File: config.mk
export PLATFORM = sky130hd
export DESIGN_NAME = uart_tx_fifo_top
export DESIGN_NICKNAME = d
export VERILOG_FILES = /design/src/rtl/uart_pkg.sv /design/src/rtl/uart_tx_fifo.sv /design/src/rtl/uart_tx_fifo_top.sv
export SDC_FILE = /design/constraint.sdc
export NUM_CORES = 1
export LEC_CHECK = 0
export CAP_MARGIN = 25
export CORE_MARGIN = 1.5
export CORE_UTILIZATION = 38
export DETAILED_ROUTE_END_ITERATION = 10
export MAX_ROUTING_LAYER = met4
export PLACE_DENSITY = 0.59
export SLEW_MARGIN = 25
export SYNTH_ARGS = -nofsm -noshare
export SYNTH_HDL_FRONTEND = slang
export SYNTH_HIERARCHICAL = 1
export SYNTH_SLANG_ARGS = --single-unit
File: constraint.sdc
create_clock -name clk_i -period 11 [get_ports clk_i]
set_clock_uncertainty 0.2 [all_clocks]
set_input_delay 1.65 -clock clk_i [delete_from_list [all_inputs] [get_ports clk_i]]
set_output_delay 1.65 -clock clk_i [all_outputs]
set_load 0.02 [all_outputs]
File: src/rtl/uart_pkg.sv
// uart_pkg: shared types and constants for the UART transmit path
package uart_pkg;
  typedef enum logic [2:0] {IDLE, START, DATA, PARITY, STOP} uart_tx_state_t;
  localparam int UART_TX_FIFO_DEPTH_DEF = 32;
  localparam int UART_DATA_W = 8;
endpackage

File: src/rtl/uart_tx_fifo.sv
// uart_tx_fifo: synchronous byte FIFO with occupancy-count full/empty flags
// Ports: i_clk, i_rst_n (async active-low), i_push/i_data (write side),
//        i_pop/o_data (read side, o_data shows the head entry), o_full, o_empty
module uart_tx_fifo #(
  parameter int DEPTH = 32,
  parameter int W = 8
) (
  input  logic         i_clk,
  input  logic         i_rst_n,
  input  logic         i_push,
  input  logic [W-1:0] i_data,
  input  logic         i_pop,
  output logic [W-1:0] o_data,
  output logic         o_full,
  output logic         o_empty
);
  localparam int AW = $clog2(DEPTH);
  localparam int CW = AW + 1;
  logic [W-1:0]  r_mem [DEPTH];
  logic [AW-1:0] r_wr_ptr, r_rd_ptr;
  logic [CW-1:0] r_count;
  logic          w_push, w_pop;
  // A push while full is dropped even if a pop happens in the same cycle
  assign w_push  = i_push && !o_full;
  assign w_pop   = i_pop && !o_empty;
  assign o_full  = r_count == CW'(DEPTH);
  assign o_empty = r_count == '0;
  assign o_data  = r_mem[r_rd_ptr];
  always_ff @(posedge i_clk)
    if (w_push) r_mem[r_wr_ptr] <= i_data;
  always_ff @(posedge i_clk or negedge i_rst_n)
    if (!i_rst_n) begin
      r_wr_ptr <= '0;
      r_rd_ptr <= '0;
      r_count  <= '0;
    end else begin
      r_wr_ptr <= r_wr_ptr + AW'(w_push);
      r_rd_ptr <= r_rd_ptr + AW'(w_pop);
      r_count  <= r_count + CW'(w_push) - CW'(w_pop);
    end
endmodule

File: src/rtl/uart_tx_fifo_top.sv
// uart_tx_fifo_top: byte FIFO feeding an 8N1 serial shifter with run-time baud divisor
// Ports: clk_i, rstn_i (async active-low); UART_Kontrol_Yazmaci_tx_Active (TX enable);
//        UART_Veri_Yazma_Yazmaci_enable/_wdata (push strobe and byte); baud_div
//        (cycles per bit, 0 treated as 1, latched per frame); UART_Durum_Yazmaci_tx_full/
//        _tx_empty (FIFO status); uart_tx_o (serial line, idle high).
// Build option: define UART_TX_PARITY_EN for an 8E1 frame with an even-parity bit.
module uart_tx_fifo_top
  import uart_pkg::*;
#(
  parameter int FIFO_DEPTH = UART_TX_FIFO_DEPTH_DEF
) (
  input  logic                   clk_i,
  input  logic                   rstn_i,
  input  logic                   UART_Kontrol_Yazmaci_tx_Active,
  input  logic                   UART_Veri_Yazma_Yazmaci_enable,
  input  logic [15:0]            baud_div,
  input  logic [UART_DATA_W-1:0] UART_Veri_Yazma_Yazmaci_wdata,
  output logic                   UART_Durum_Yazmaci_tx_full,
  output logic                   UART_Durum_Yazmaci_tx_empty,
  output logic                   uart_tx_o
);
  uart_tx_state_t         r_state, w_state_nxt;
  logic [15:0]            r_baud_cnt, w_baud_nxt, r_div, w_div_nxt;
  logic [2:0]             r_bit_cnt, w_bit_nxt;
  logic [UART_DATA_W-1:0] r_shift, w_shift_nxt, w_fifo_data;
  logic                   r_tx, w_tx_nxt, w_pop, w_start, w_bit_end, w_load;
`ifdef UART_TX_PARITY_EN
  logic                   r_par, w_par_nxt;
`endif
  uart_tx_fifo #(.DEPTH(FIFO_DEPTH), .W(UART_DATA_W)) u_fifo (
    .i_clk   (clk_i),
    .i_rst_n (rstn_i),
    .i_push  (UART_Veri_Yazma_Yazmaci_enable),
    .i_data  (UART_Veri_Yazma_Yazmaci_wdata),
    .i_pop   (w_pop),
    .o_data  (w_fifo_data),
    .o_full  (UART_Durum_Yazmaci_tx_full),
    .o_empty (UART_Durum_Yazmaci_tx_empty)
  );
  assign w_start   = UART_Kontrol_Yazmaci_tx_Active && !UART_Durum_Yazmaci_tx_empty;
  assign w_bit_end = r_baud_cnt == r_div - 16'd1;
  // A new frame loads from IDLE or directly at the end of STOP, so frames run back-to-back
  assign w_load    = w_start && (r_state == IDLE || (r_state == STOP && w_bit_end));
  assign uart_tx_o = r_tx;
  always_comb begin
    w_state_nxt = r_state;
    w_baud_nxt  = r_baud_cnt + 16'd1;
    w_bit_nxt   = r_bit_cnt;
    w_shift_nxt = r_shift;
    w_div_nxt   = r_div;
    w_pop       = 1'b0;
`ifdef UART_TX_PARITY_EN
    w_par_nxt   = r_par;
`endif
    case (r_state)
      IDLE: w_baud_nxt = '0;
      START: if (w_bit_end) begin
        w_baud_nxt  = '0;
        w_bit_nxt   = '0;
        w_state_nxt = DATA;
      end
      DATA: if (w_bit_end) begin
        w_baud_nxt  = '0;
        w_bit_nxt   = r_bit_cnt + 3'd1;
        w_shift_nxt = r_shift >> 1;
`ifdef UART_TX_PARITY_EN
        if (r_bit_cnt == 3'd7) w_state_nxt = PARITY;
`else
        if (r_bit_cnt == 3'd7) w_state_nxt = STOP;
`endif
      end
`ifdef UART_TX_PARITY_EN
      PARITY: if (w_bit_end) begin
        w_baud_nxt  = '0;
        w_state_nxt = STOP;
      end
`endif
      STOP: if (w_bit_end) begin
        w_baud_nxt  = '0;
        w_state_nxt = IDLE;
      end
      default: w_state_nxt = IDLE;
    endcase
    if (w_load) begin
      w_pop       = 1'b1;
      w_state_nxt = START;
      w_baud_nxt  = '0;
      w_shift_nxt = w_fifo_data;
      w_div_nxt   = baud_div == 16'd0 ? 16'd1 : baud_div;
`ifdef UART_TX_PARITY_EN
      w_par_nxt   = ^w_fifo_data;
`endif
    end
    // Line level is registered from next-state values so the pad sees no decode glitches
    w_tx_nxt = w_state_nxt == START ? 1'b0 : w_state_nxt == DATA ? w_shift_nxt[0] : 1'b1;
`ifdef UART_TX_PARITY_EN
    if (w_state_nxt == PARITY) w_tx_nxt = w_par_nxt;
`endif
  end
  always_ff @(posedge clk_i or negedge rstn_i)
    if (!rstn_i) begin
      r_state    <= IDLE;
      r_baud_cnt <= '0;
      r_bit_cnt  <= '0;
      r_shift    <= '0;
      r_div      <= '0;
      r_tx       <= 1'b1;
`ifdef UART_TX_PARITY_EN
      r_par      <= 1'b0;
`endif
    end else begin
      r_state    <= w_state_nxt;
      r_baud_cnt <= w_baud_nxt;
      r_bit_cnt  <= w_bit_nxt;
      r_shift    <= w_shift_nxt;
      r_div      <= w_div_nxt;
      r_tx       <= w_tx_nxt;
`ifdef UART_TX_PARITY_EN
      r_par      <= w_par_nxt;
`endif
    end
endmodule

==> metrics list, run 1 <==
- The worst-case IR drop observed on VDD is 0.1552 mV.
* Total Routing Usage GR: 0.1534
- Endpoint of the worst-slack reg-to-reg timing path: u_fifo/r_count[5]$_DFF_PN0_
- Across the run, the number of max-cap violations was 0.
- Clock transition at the registers of the reported paths: 60 ps
* Vertical extent of the die: 193.0 microns
- Derived from the worst setup path, the maximum achievable clock frequency is 191.4 MHz.
- Launching instance or port of the critical path: r_div[0]$_DFFE_PN0N_
* Drc violations: 0
- After detailed routing, the average wire length per cell comes to 21.19 microns.
- Number of instances resized during post-cts repair: 0
* Number of rows in the core area: 69
* CTS Hold Buffers Added: 0
* Filler Cells Inserted: 3145
- Clock latency on the worst-skew pair: 590 ps
- Number of cells after detailed placement: 1246
* Worst Path Class, Setup: flip-flop to flip-flop
- Relative max-transition margin: 0.4092
* Number of nets still failing antenna checks after routing: 0
- Along the worst path, the maximum fanout reaches 20.
* Quantity of I/O buffers inserted on ports: 30
* Worst hold-check path type: flip-flop to flip-flop
* Worst Max-Slew Pin Slew: 886.2 ps
* Number of synthesized register bits: 319
* HPWL after detailed placement: 16.96 mm
- For this configuration, the core starts out at a cell density of 0.3855.
- Final setup viols: 0
* Ys flop type: edfxtp_1
- After synthesis, the mean cell area works out to 17.53 sq um.
* Final cell utilization of the core: 0.4298
* Die extent in x: 193.0 microns
- Area added between synthesis and finish: 11.51%
- Post-route clock period utilization: 0.4750
* DR pass1 iterations: 4
* Antenna cell count: 0
* Number of levels the H-tree was split into: 1
- Die area: 37230 sq um
- TritonCTS built the clock tree.
- Min Tclk post-route: 5225 ps
- Setup repair after global routing missed its margin: no
* Core region area: 35570 sq um
- In this run the critical register-to-register path is launched from r_div[0]$_DFFE_PN0N_.
* Power Internal: 0.002474 W
* I/O pin count: 31
- Clock buffer count from CTS: 31
- Startpoint Class: flip-flop
- Excluding fillers, the count of instances in the completed layout stands at 1299.
- The worst register-to-register path has a depth of 18.
- Post-synthesis instance area: 13710 sq um
- The analysis attributes to cell leakage a power of 5.300 nW.
- Setup total negative slack on the finished layout was measured at 0 ps.
* Crit path capture: u_fifo/r_count[5]$_DFF_PN0_
* Routability-driven placement congestion ratio: 0.8170
* Comb power frac: 0.259
* Required @ worst endpoint: 11230 ps
- Yosys warns: 6
* Final max-slew violation count: 0
* Hold Vio Cnt, Final: 0
* EDFF count, synth: 256
- Most common cell after layout, fill and taps aside: edfxtp_1
- Instance count of the mapped netlist: 782
* Routed vias: 6968
- Commonest non-fill, non-tap cells in the layout: edfxtp_1 (256), dfrtp_1 (60), nor2_1 (59), mux4_1 (39), o22ai_1 (36)
- Dividing total power by cell area gives a power density of 231.7 nW/um^2.
- Via count of the first global-routing pass: 6907
- The final layout contains 864 nets.
- For this block, the routed nets add up to 27.53 mm of wire.
- In this run, the number of DRC markers left after iteration 0 of detailed routing was 482.
- PnR Total Power: 0.003542 W
- Async SR Flop Fraction: 0.1975
- Part of the total power dissipated in sequential elements: 0.459
- The number of different library cells used by synthesis comes to 73.
* Vias per cell: 5.364
- Total net switching power: 0.001069 W
- Status: finished clean
- Overall overflow remaining after global route: 0
- Entering global routing, the biggest net connects 64 pins.
- The cell sitting at the root of the clock tree is a clkbuf_16.
- Sw Share: 0.3017
* Part of the Yosys area used for sequential elements: 0.6758
- CTS Sinks: 319
* Clock power share: 0.282
* WP data arrival: 5460 ps
- The number of nets handed over by synthesis was 828.
- Fraction of final layout cells with drive strength greater than 1: 0.1408
- The worst setup path is captured at a flip-flop.
* Buffers from clock root to sink, at most: 3
* Minimum setup slack among reg-to-reg paths: 5770 ps
* Wire length of the first global-routing pass: 41.73 mm
- Buffers added to address setup during post-CTS repair amount to 0.
* Antenna violations before repair: 0
## per-layer routing
layer  part of all wire  global-route usage  up-vias
met3              0.048             0.02715       47
met4              0.022             0.03846        0
met2               0.48              0.2451      144
li1                   -                   -     3209
met5                  0                   -        -
met1               0.45              0.2046     3568
## sequential cells by signal, summed over array words and instances (netlist names)
name and count:
r_div 16, r_shift 8, u_fifo/r_count 6, r_bit_cnt 3
r_state 3, u_fifo/r_rd_ptr 5, r_baud_cnt 16, u_fifo/r_wr_ptr 5
uart_tx_o 1, u_fifo/r_mem 256
## per-stage QoR
step	hold WS (ps)	setup slack, ps	instance area, sq um
floorplan	258.9	6582	13710
global placement	282.5	5854	14370
detailed placement	287.3	5662	14350
CTS	303.8	5749	15290
global route	321.8	5235	15290
finish	301.2	5775	15290
## worst max-delay path, stage by stage (launching register included)
cell and delay [ps]:
dfrtp_1 410, inv_1 90, ha_1 240, nor3b_2 320, a21oi_1 110, or4_1 570
nor4_2 310, nand4_1 310, o21ai_4 340, nand3_4 380, inv_1 150, nor2b_1 200
ha_1 230, inv_1 60, ha_1 270, a21o_1 180, a21oi_1 260, nor4b_1 90
a2111oi_0 380
## worst min path at each step
stage                             end  slack, ps  depth (start not counted)              startpoint
5_1_grt        r_shift[1]$_DFFE_PN0P_        320                          2  r_shift[2]$_DFFE_PN0P_
4_1_cts        r_shift[1]$_DFFE_PN0P_        300                          2  r_shift[2]$_DFFE_PN0P_
6_report       r_shift[4]$_DFFE_PN0P_        300                          2  r_shift[5]$_DFFE_PN0P_
3_3_place_gp   r_shift[1]$_DFFE_PN0P_        280                          2  r_shift[2]$_DFFE_PN0P_
2_1_floorplan  r_shift[6]$_DFFE_PN0P_        260                          2  r_shift[7]$_DFFE_PN0P_
3_5_place_dp   r_shift[1]$_DFFE_PN0P_        290                          2  r_shift[2]$_DFFE_PN0P_
## layout make-up
| type | instances | area [sq um] | area share |
|---|---|---|---|
| clock buffers | 38 | 802.0 | 0.05246 |
| repair buffers | 38 | 340.3 | 0.02226 |
| clock inverters | 15 | 132.6 | 0.008675 |
| flip-flops and latches | 319 | 9270 | 0.6064 |
| multi-input cells | 398 | 4054 | 0.2652 |
| well taps | 461 | 576.8 | 0.03773 |
| inverters | 30 | 112.6 | 0.007366 |
## logic make-up (layout without fill, tap and decap cells)
group,Yosys count,after routing,synth area share
compound gates,79,79,0.04052
xor+xnor,41,41,0.02619
fa+ha+maj,18,18,0.01697
buf+inv,65,121,0.02856
flops,319,319,0.6758
mux,86,86,0.1378
simple gates,174,174,0.07419
## power groups by stage
stage          sequential (W)  combinational (W)  clock [W]
2_1_floorplan         0.00155           0.000803          0
4_1_cts               0.00163           0.000929    0.00102
6_report              0.00163           0.000918   0.000998
3_3_place_gp          0.00165           0.000919          0
3_5_place_dp          0.00165           0.000924          0
5_1_grt               0.00165           0.000992    0.00106
## Yosys cell counts (3+ instances only)
master	n	area share
a21o_1	3	0.0016
a21oi_1	7	0.0026
and3_1	4	0.0018
buf_2	11	0.0040
buf_6	14	0.011
clkbuf_1	4	0.0011
dfrtp_1	62	0.11
edfxtp_1	256	0.56
ha_1	17	0.016
inv_1	29	0.0079
mux2_4	16	0.018
mux2i_1	5	0.0037
mux4_1	39	0.075
mux4_2	25	0.041
nand2_1	15	0.0041
nand3_1	21	0.0077
nand3b_1	7	0.0038
nand4_1	8	0.0037
nor2_1	59	0.016
nor3_1	6	0.0022
nor4_1	14	0.0064
o211ai_1	7	0.0038
o21ai_0	4	0.0015
o22ai_1	36	0.016
or3_1	5	0.0023
or3b_2	3	0.0019
or4_1	4	0.0022
xnor2_1	22	0.014
xor2_1	19	0.012
Note: power is estimated with default switching activity, not from simulation.
==> run 2: changes to the inputs <==
Clock period 11 ns to 5.35 ns, I/O delays scaled along.
==> run 2 against run 1 <==
Effect of this change:
- design area rose by 1.8%
- highest routed layer unchanged
- worst setup slack worse by 5200 ps
- via count is 2.1% higher
- non-clock buffer count up 1
==> metrics list, run 2 (same netlist as run 1, synthesis figures left out) <==
* Total Routing Usage GR: 0.1588
- In this run the remaining antenna-violating nets after routing total 0.
* Area added between synthesis and finish: 13.47%
- CTS Root Buffer Type: clkbuf_16
- The initialized floorplan defines 69 standard-cell rows.
- Worst Path Class, Setup: flip-flop to flip-flop
- At the later pin of the worst-skew pair, clock insertion delay measures 530 ps.
- For the final routed database, the setup TNS stands at 0 ps.
- The tool flagged a number of max-cap violations equal to 0.
- At the end of routability-driven placement, the weighted congestion stood at 0.8179.
- After clock tree synthesis, the flow added hold-fix buffers numbering 0.
- Maximum vdd ir drop: 0.3011 mV
- Across all setup checks in the final design, the least slack found is 591.7 ps.
* I/O pin count: 31
* Vertical extent of the die: 193.0 microns
- Part of the total power dissipated in sequential elements: 0.443
- No sink is reached through more buffers than the 3 on the longest clock path.
- Cell internal power was estimated by the tool at 0.005428 W.
- Clock power share: 0.323
- Largest registers: u_fifo/r_mem: 256 flops, r_baud_cnt: 16 flops, r_div: 16 flops
- The worst setup path is captured at a flip-flop.
- The smallest clock period supported by the final layout is computed as 4758 ps.
- The first global-routing pass estimated 42.28 mm of wire.
* Commonest non-fill, non-tap cells in the layout: edfxtp_1 (256), dfrtp_1 (60), nor2_1 (59), mux4_1 (39), clkbuf_16 (37)
* Drc violations: 0
- In this run the worst hold path is classified as input port to async pin.
- Count of routing violations after the opening detailed-route iteration: 460
- DR pass1 iterations: 5
- The final-report hold violation count was 0.
- CP max FO: 8
- The startpoint identified for the worst register-to-register timing path is r_div[0]$_DFFE_PN0N_.
- Final max-slew violation count: 0
- In the routed layout, each cell is associated on average with a via count of 5.417.
- Flip-flop count of the largest register after layout: 256
* Startpoint Class: flip-flop
* Final #Nets: 870
- For this configuration, the core starts out at a cell density of 0.3855.
- Worst Setup Slack post-DPL: 562.7 ps
* Antenna violations before repair: 0
- Status: finished clean
* M1 wire length: 11.98 mm
* Via count of the first global-routing pass: 7132
* Maximum number of pins on one net before global-route repair: 51
- The worst pin sits at a relative slew slack of 0.3456.
- In this run the number of H-tree levels came out at 2.
- At the pin with the least slew margin, the transition time is 978.0 ps.
* Clock transition at the registers of the reported paths: 60 ps
* CP bufs+invs: 3
- The signal on the critical path passes through inv_1 > ha_1 > nor3b_2 > a21oi_1 > or4_1 > nor4_2 > nand4_1 > o21ai_4 > nand3_4 > inv_1 > nor2b_1 > ha_1 > inv_1 > ha_1 > a21o_1 > a21oi_1 > nor4b_1 > a2111oi_0.
* Wire length per cell after detailed routing: 21.31 microns
* Amount of wire on met2 after detailed routing: 14.21 mm
* Launching instance or port of the critical path: r_div[0]$_DFFE_PN0N_
- Post-layout instance area: 15560 sq um
* WP data arrival: 4960 ps
- Clock tree from TritonCTS: done
- Wire segments on met3 add up to 1.318 mm in the final route.
- Achievable frequency: 210.2 MHz
* Number of setup buffers added after CTS: 0
* Final setup viols: 0
- Fraction of final layout cells with drive strength greater than 1: 0.1538
* Most common cell after layout, fill and taps aside: edfxtp_1
* Instance area at placement: 14360 sq um
- Detailed placement ended at an HPWL of 17.22 mm.
- The analysis attributes to cell leakage a power of 5.432 nW.
- Cell class contributing the biggest share of worst-path delay: simple AND/OR/NAND/NOR gates
* Clock buffer count from CTS: 36
* Routed WL: 27.98 mm
- During placement, the flow inserted port buffers numbering 30.
- 0 antenna diodes ended up in the layout.
- The die covers 37230 sq um.
- Global routing finished with a remaining overflow of 0.
- STA puts the critical path data required time at 5550 ps.
- Of the total power, the share spent switching nets is 0.2952.
- CTS Sinks: 319
* Routed vias: 7113
- In this run the standard cell core region covers 35570 sq um.
- The register with the most flip-flops in the final layout is u_fifo/r_mem.
- Max incr delay on CP: 550 ps
- The share of total power dissipated in combinational logic is 0.234.
- Setup repair after global routing missed its margin: no
- Of the available clock period, the critical path in the final layout requires 0.8894.
- For this design the total switching power over the nets is 0.002273 W.
- Die extent in x: 193.0 microns
* Number of instances resized during post-cts repair: 0
- The slowest stage of the critical path is the or4_1 cell.
* Highest metal layer with signal wires: met4
- Power Density: 495.0 nW/um^2
==> run 2: cell types whose count changed in the layout (fill, tap and decap cells not counted), sizes merged <==
cell | previous run | this run
clkinv | 13 | 11
clkdlybuf4s50 | 26 | 25
buf | 12 | 14
inv | 30 | 32
clkbuf | 38 | 49
bufinv | 2 | 4
==> run 2: power groups by stage <==
| stage | logic [W] | registers (W) | clock network (W) |
|---|---|---|---|
| floorplan | 0.00165 | 0.00319 | 0 |
| global placement | 0.00180 | 0.00346 | 0 |
| detailed placement | 0.00181 | 0.00347 | 0 |
| CTS | 0.00182 | 0.00342 | 0.00255 |
| global route | 0.00196 | 0.00347 | 0.00265 |
| finish | 0.00180 | 0.00342 | 0.00249 |
==> run 2: path summary, 6_finish.rpt <==
kind	endpoint	slack [ps]	depth (start not counted)
setup / recovery	u_fifo/r_count[5]$_DFF_PN0_	590	18
hold / removal	r_baud_cnt[2]$_DFF_PN0_	80	1
min in group clk_i	r_shift[6]$_DFFE_PN0P_	290	2
setup reg to reg	u_fifo/r_count[5]$_DFF_PN0_	590	18
max in group asynchronous	uart_tx_o$_DFF_PN1_	4090	2
hold reg to reg	r_shift[6]$_DFFE_PN0P_	290	2
==> run 2: worst register-to-register path, stage by stage (launching register included) <==
cell and delay (ps):
dfrtp_1 410, inv_1 80, ha_1 230, nor3b_2 320
a21oi_1 110, or4_1 550, nor4_2 310, nand4_1 310
o21ai_4 350, nand3_4 100, inv_1 60, nor2b_1 190
ha_1 220, inv_1 50, ha_1 260, a21o_1 180
a21oi_1 270, nor4b_1 90, a2111oi_0 340
==> run 2: final cells by class <==
class,count,area [sq um]
clock buffer,49,980.9
clock inverter,17,217.7
fill,3120,20010
inverter,30,112.6
multi-input combinational,398,4054
sequential,319,9270
tap,461,576.8
timing repair buffer,39,345.3
==> run 2: through the flow <==
stage / instances / hold slack, ps / power [W] / util
after global placement: 1247 / 268.8 / 0.005259 / 0.4042
after floorplan: 782 / 258.9 / 0.004837 / -
after CTS: 1313 / 283.8 / 0.007796 / 0.4375
after detailed placement: 1247 / 282.3 / 0.005279 / 0.4038
final: 1313 / 82.24 / 0.007702 / 0.4374
after global routing: 1313 / 106.7 / 0.008086 / 0.4374
==> run 2: routing by layer <==
| layer | vias to the layer above | track usage |
|---|---|---|
| met4 | 0 | 0.03964 |
| met1 | 3695 | 0.2005 |
| met3 | 38 | 0.03005 |
| met5 | - | - |
| met2 | 145 | 0.2650 |
| li1 | 3235 | - |
==> run 3: changes to the inputs <==
--- a/config.mk
+++ b/config.mk
@@ -7,5 +7,4 @@
 export LEC_CHECK = 0
 export CAP_MARGIN = 25
-export CORE_MARGIN = 1.5
 export CORE_UTILIZATION = 38
 export DETAILED_ROUTE_END_ITERATION = 10
--- a/constraint.sdc
+++ b/constraint.sdc
@@ -3,3 +3,3 @@
 set_input_delay 0.8025 -clock clk_i [delete_from_list [all_inputs] [get_ports clk_i]]
 set_output_delay 0.8025 -clock clk_i [all_outputs]
-set_load 0.02 [all_outputs]
+set_load 0.05 [all_outputs]
==> run 3 against run 2 <==
Effect of this change:
- total power is 1.8% lower
- global-route usage is 0.26 points higher
- highest routed layer unchanged
- largest cell class unchanged
- via count is 1.2% lower
- design area is 0.47% lower
- final cell count is 0.23% lower
- core utilization is 0.20 points lower
- largest power group unchanged
- wire length hardly changed
- non-clock buffer count is 2 higher
- maximum frequency is 2.6% lower
- sequential share of layout area is 0.28 points higher
==> metrics list, run 3 (same netlist as run 1, synthesis figures left out) <==
- The number of antenna violations at the first check in global routing was 0.
- For this run, design rule violations remaining after detail routing come to 0.
- In this run the power spent charging and discharging nets is 0.002255 W.
* Quantity of I/O buffers inserted on ports: 30
* Instance area at placement: 14370 sq um
* CTS Root Buffer Type: clkbuf_16
* CP max FO: 8
* Sw Share: 0.2982
* I/O pin count: 31
- Die extent in x: 192.0 microns
* Post-layout instance area: 15480 sq um
- The first global-routing pass estimated 42.72 mm of wire.
- Dividing the detail-routed wire length by the instance count gives 21.35 microns.
- The critical path starts at r_div[0]$_DFFE_PN0N_.
- CTS Sinks: 319
- Of the total power, combinational logic draws 0.252.
- The share of total power dissipated in sequential elements is 0.443.
- For this block, the routed nets add up to 27.97 mm of wire.
* Initial cell density of the core: 0.3855
- Leakage power: 5.391 nW
- Most common cell after layout, fill and taps aside: edfxtp_1
- Number of maximum-capacitance violations: 0
- After clock tree synthesis, the clock-pin slew on the worst setup and hold paths is 60 ps.
- Hold Vio Cnt, Final: 0
- STA classifies the critical path endpoint as a flip-flop.
- Clock latency on the worst-skew pair: 530 ps
- Flip-flop count of the largest register after layout: 256
- Number of setup buffers added after CTS: 0
- Compared with the post-synthesis result, the final layout area differs by 12.94%.
* Power Internal: 0.005305 W
* Count of routing violations after the opening detailed-route iteration: 455
- Number of levels the H-tree was split into: 2
- Startpoint Class: flip-flop
- At the worst endpoint, the arrival time is 5070 ps.
- TritonCTS created 35 clock buffers.
- Setup repair after global routing missed its margin: no
- The die covers 36840 sq um.
- Min Tclk post-route: 4884 ps
- At the pin with the least slew margin, the transition time is 915.7 ps.
* Buffers from clock root to sink, at most: 3
- Clock power share: 0.306
* Relative max-transition margin: 0.3873
- Status: finished clean
* CTS Hold Buffers Added: 0
- Power Density: 488.2 nW/um^2
- Data on the critical path is required at its endpoint by 5540 ps.
- Total Routing Usage GR: 0.1614
* Maximum number of pins on one net before global-route repair: 54
- Number of rows in the core area: 69
* Post-route clock period utilization: 0.9129
* Vias per cell: 5.363
- Via count of the first global-routing pass: 7038
- Number of nets still failing antenna checks after routing: 0
- Overall overflow remaining after global route: 0
- Vertical extent of the die: 192.0 microns
- After layout, the design draws a total of 0.007560 W.
* HPWL after detailed placement: 16.97 mm
* Core region area: 35570 sq um
- By startpoint and endpoint, the worst setup path is classified as flip-flop to flip-flop.
- Number of instances resized during post-cts repair: 0
* Antenna cell count: 0
- Setup TNS Final: 0 ps
- Across the VDD grid, the largest voltage drop is 0.3296 mV.
* Routability-driven placement congestion ratio: 0.8367
- Final setup viols: 0
- Final max-slew violation count: 0
* Largest registers: u_fifo/r_mem: 256 flops, r_baud_cnt: 16 flops, r_div: 16 flops
* Routed vias: 7026
- The tightest min-delay check is of the input port to async pin type.
- The first TritonRoute pass finished after 5 iterations.
- Register name with the most flops: u_fifo/r_mem
- Derived from the worst setup path, the maximum achievable clock frequency is 204.8 MHz.
- Fraction of final layout cells with drive strength greater than 1: 0.1519
* Final #Nets: 871
- Commonest non-fill, non-tap cells in the layout: edfxtp_1 (256), dfrtp_1 (60), nor2_1 (59), mux4_1 (39), o22ai_1 (36)
- Worst reg2reg path startpoint: r_div[0]$_DFFE_PN0N_
- Clock tree from TritonCTS: done
## run 3: cell types whose count changed in the layout (fill, tap and decap cells not counted), sizes merged
cell           before  now
bufinv              4    3
inv                32   31
clkinvlp            0    2
clkdlybuf4s50      25   26
buf                14   15
clkbuf             49   42
clkinv             11   13
## run 3: final cells by class
class / count / area (sq um)
fillers: 3137 / 20080
repair buffers: 41 / 382.9
clock buffers: 42 / 902.1
well taps: 461 / 576.8
inverters: 30 / 112.6
clock inverters: 19 / 186.4
multi-input cells: 398 / 4054
flip-flops and latches: 319 / 9270
## run 3: worst max-delay path, cell delays in order, from the launching register on
cell and delay, ps:
dfrtp_1 410, inv_1 90, ha_1 230, nor3b_2 330
a21oi_1 110, or4_1 550, nor4_2 320, nand4_1 330
o21ai_4 370, nand3_4 100, inv_1 70, nor2b_1 210
ha_1 230, inv_1 60, ha_1 260, a21o_1 170
a21oi_1 280, nor4b_1 90, a2111oi_0 350
## run 3: metrics by stage
| step | setup slack (ps) | hold WS (ps) | instances | utilization |
|---|---|---|---|---|
| 4_1_cts | 475.1 | 178.1 | 1309 | 0.4346 |
| 5_1_grt | 26.01 | 218.8 | 1310 | 0.4353 |
| 2_1_floorplan | 453.0 | 258.9 | 782 | - |
| 3_5_place_dp | 506.0 | 301.3 | 1248 | 0.4040 |
| 6_report | 466.0 | 166.6 | 1310 | 0.4353 |
| 3_3_place_gp | 680.9 | 273.9 | 1248 | 0.4044 |
## run 3: final timing paths
check / end / slack [ps] / depth (start not counted)
max in group asynchronous: u_fifo/r_rd_ptr[0]$_DFF_PN0_ / 3830 / 2
max reg2reg: u_fifo/r_count[5]$_DFF_PN0_ / 470 / 18
max: u_fifo/r_count[5]$_DFF_PN0_ / 470 / 18
min: u_fifo/r_count[4]$_DFF_PN0_ / 170 / 1
min in group clk_i: r_shift[6]$_DFFE_PN0P_ / 300 / 2
min reg2reg: r_shift[6]$_DFFE_PN0P_ / 300 / 2
## run 3: power by group through the flow
stage | clock network [W] | registers [W] | logic (W)
5_1_grt | 0.00246 | 0.00340 | 0.00207
6_report | 0.00231 | 0.00335 | 0.00190
3_3_place_gp | 0 | 0.00346 | 0.00181
3_5_place_dp | 0 | 0.00346 | 0.00183
2_1_floorplan | 0 | 0.00319 | 0.00165
4_1_cts | 0.00237 | 0.00342 | 0.00183
## run 3: layer usage
layer / vias up / part of all wire / global-route usage
met4: 0 / 0.020 / 0.04396
met5: - / 0 / -
met1: 3592 / 0.44 / 0.2088
li1: 3227 / - / -
met2: 162 / 0.49 / 0.2598
met3: 45 / 0.052 / 0.03161
==> edit (config.mk and constraints of run 1) <==
Encoding of `uart_tx_state_t`: now one-hot (5 bits for 5 states).
--- a/src/rtl/uart_pkg.sv
+++ b/src/rtl/uart_pkg.sv
@@ -2,3 +2,3 @@
 package uart_pkg;
-  typedef enum logic [2:0] {IDLE, START, DATA, PARITY, STOP} uart_tx_state_t;
+  typedef enum logic [4:0] {IDLE = 5'b00001, START = 5'b00010, DATA = 5'b00100, PARITY = 5'b01000, STOP = 5'b10000} uart_tx_state_t;
   localparam int UART_TX_FIFO_DEPTH_DEF = 32;
Check against the original RTL: same outputs for any inputs over 10 cycles, from zero or initial values and one cycle with rstn_i low; not proved beyond that.
==> edit against run 1 <==
  * The flow now finishes with violations (design-rule violations)
  * Area after synthesis rose by 0.84%
  * Routed wire length rose by 3.8%
  * Power increased by 1.8%
  * Worst setup slack worse by 0.083 ns
  * Count of clock-buffer cells in the layout did not move
  * Sequential cell count up 2
  * Final area is 1.9% higher
  * Critical path depth is 1 lower
  * Combinational power decreased by 5.4%
==> edit: results (changes against run 1) <==
| Metric | Value |
|---|---|
| DRC violations left | 5 (+5) |
| Synth top cells by count | edfxtp_1 (256), dfrtp_1 (63), nor2_1 (57), mux4_1 (39), o22ai_1 (33) |
| 1st-iter DRT viols | 519 (+7.7%) |
| Status | finished with violations |
| Worst-Skew Late Latency | 0.52 ns (-0.07 ns) |
| Worst path max stage delay | 0.52 ns (-0.05 ns) |
| Critical Path Fanout Max | 28 (+40%) |
| Slack of the worst reg-to-reg path | 5.69 ns (-0.08 ns) |
| Async SR Flop Fraction | 20.25% (+0.50 points) |
| Fillers | 3,161 (+0.51%) |
| Mapped Nets | 850 (+2.7%) |
| Detailed Routing Iterations Pass 1 | 10 (+6) |
| Hold depth | 1 (-1) |
| Hold path start | r_bit_cnt[1] |
| Worst Tran Pin Value | 1.037 ns (+0.1504 ns) |
| Final HPWL DP | 17.71 mm (+4.4%) |
| Vias | 7,203 (+3.4%) |
| CTS Buf Count | 34 (+9.7%) |
| Number of distinct library cells after synthesis | 81 (+11%) |
| Arrival @ worst endpoint | 5.45 ns (about the same) |
| Vias in the first global route | 7,325 (+6.1%) |
| Nets | 884 (+2.3%) |
| Pre-CTS setup slack | 5.230 ns (-0.4315 ns) |
| Largest net degree at the start of global routing | 66 (+3.1%) |
| Share of the synthesized area in the top cell type | 55.60% (-0.47 points) |
| Hold endpoint | r_bit_cnt[1] |
| Slowest stage cell, crit path | or4b_4 |
| GPL Wtd Cong | 0.8529 (+4.4%) |
| Layout cells sized above 1 | 14.48% (+0.40 points) |
| First-pass GRT wire length | 44.31 mm (+6.2%) |
| Violated checks | design-rule violations |
| CTS H-tree depth | 2 (+1) |
| GR Util All Layers | 15.85% (+0.50 points) |
| Lkg Pwr | 0.005325 µW (+0.46%) |
## edit: cell count changes in the layout (fill, tap and decap cells not counted), sizes merged, moves of 5 or more
cell	before	now
xor2	19	14
a211oi	1	7
nand4	8	2
inv	30	25
nor3	6	12
nor4b	2	7
## edit: area by class of cell
type                            count  area, µm²  area share, %
Tap cell                          461      576.8          3.704
Inverter                           25      93.84         0.6026
Multi-Input combinational cell    419       4128          26.51
Timing Repair Buffer               37      327.8          2.105
Clock buffer                       38      887.1          5.697
Clock inverter                     23      237.7          1.527
Sequential cell                   321       9321          59.86
## edit: how the worst max path moves through the flow
| stage | startpoint | to | slack (ns) | cells after the start |
|---|---|---|---|---|
| finish | r_div[0] | u_fifo/r_count[5] | 5.69 | 17 |
| CTS | r_div[0] | u_fifo/r_count[5] | 5.62 | 17 |
| floorplan | r_div[0] | u_fifo/r_count[5] | 6.51 | 19 |
| global route | r_div[0] | u_fifo/r_count[5] | 5.31 | 17 |
| global placement | UART_Kontrol_Yazmaci_tx_Active | u_fifo/r_count[5] | 5.52 | 12 |
| detailed placement | UART_Kontrol_Yazmaci_tx_Active | u_fifo/r_count[5] | 5.23 | 12 |
## edit: per-layer routing
layer / GRT usage (%) / vias up / wire length (µm)
li1: - / 3287 / -
met3: 2.696 / 37 / 1321
met1: 21.40 / 3720 / 13090
met4: 3.733 / 0 / 437
met5: - / - / 0
met2: 25.16 / 159 / 13740
## edit: critical path, delay by kind of cell, from the launching register on
family	cells	cell delay, ns
AOI/OAI and AO/OA	6	2.01
and+or+nand+nor	5	1.56
adders and majority gates	3	0.69
DFF	1	0.44
buffers and inverters	2	0.13
xor gates and xnor gates	1	0.09
## edit: report_power, final
part	switching [µW]	internal, µW
clock	467	678
sequential	141	1450
combinational	464	404
total	1070	2530
## edit: cell families after synthesis
kind of cell / after synthesis / synth area share [%]
muxes: 80 / 12.87
adders and majority gates: 18 / 1.683
buffers and inverters: 64 / 2.805
AOI/OAI and AO/OA: 88 / 4.634
and+or+nand+nor: 192 / 8.063
DFF: 321 / 67.38
xor gates and xnor gates: 40 / 2.534
other: 1 / 0.02712
## edit: per-stage QoR
step | total power (µW) | cells | hold slack, ns | cell area [µm²]
after floorplan | 2257 | 804 | 0.2698 | 13830
after global placement | 2481 | 1263 | 0.2876 | 14470
after detailed placement | 2492 | 1263 | 0.2918 | 14450
after CTS | 3645 | 1324 | 0.3124 | 15570
after global routing | 3771 | 1324 | 0.3293 | 15570
final | 3606 | 1324 | 0.3127 | 15570
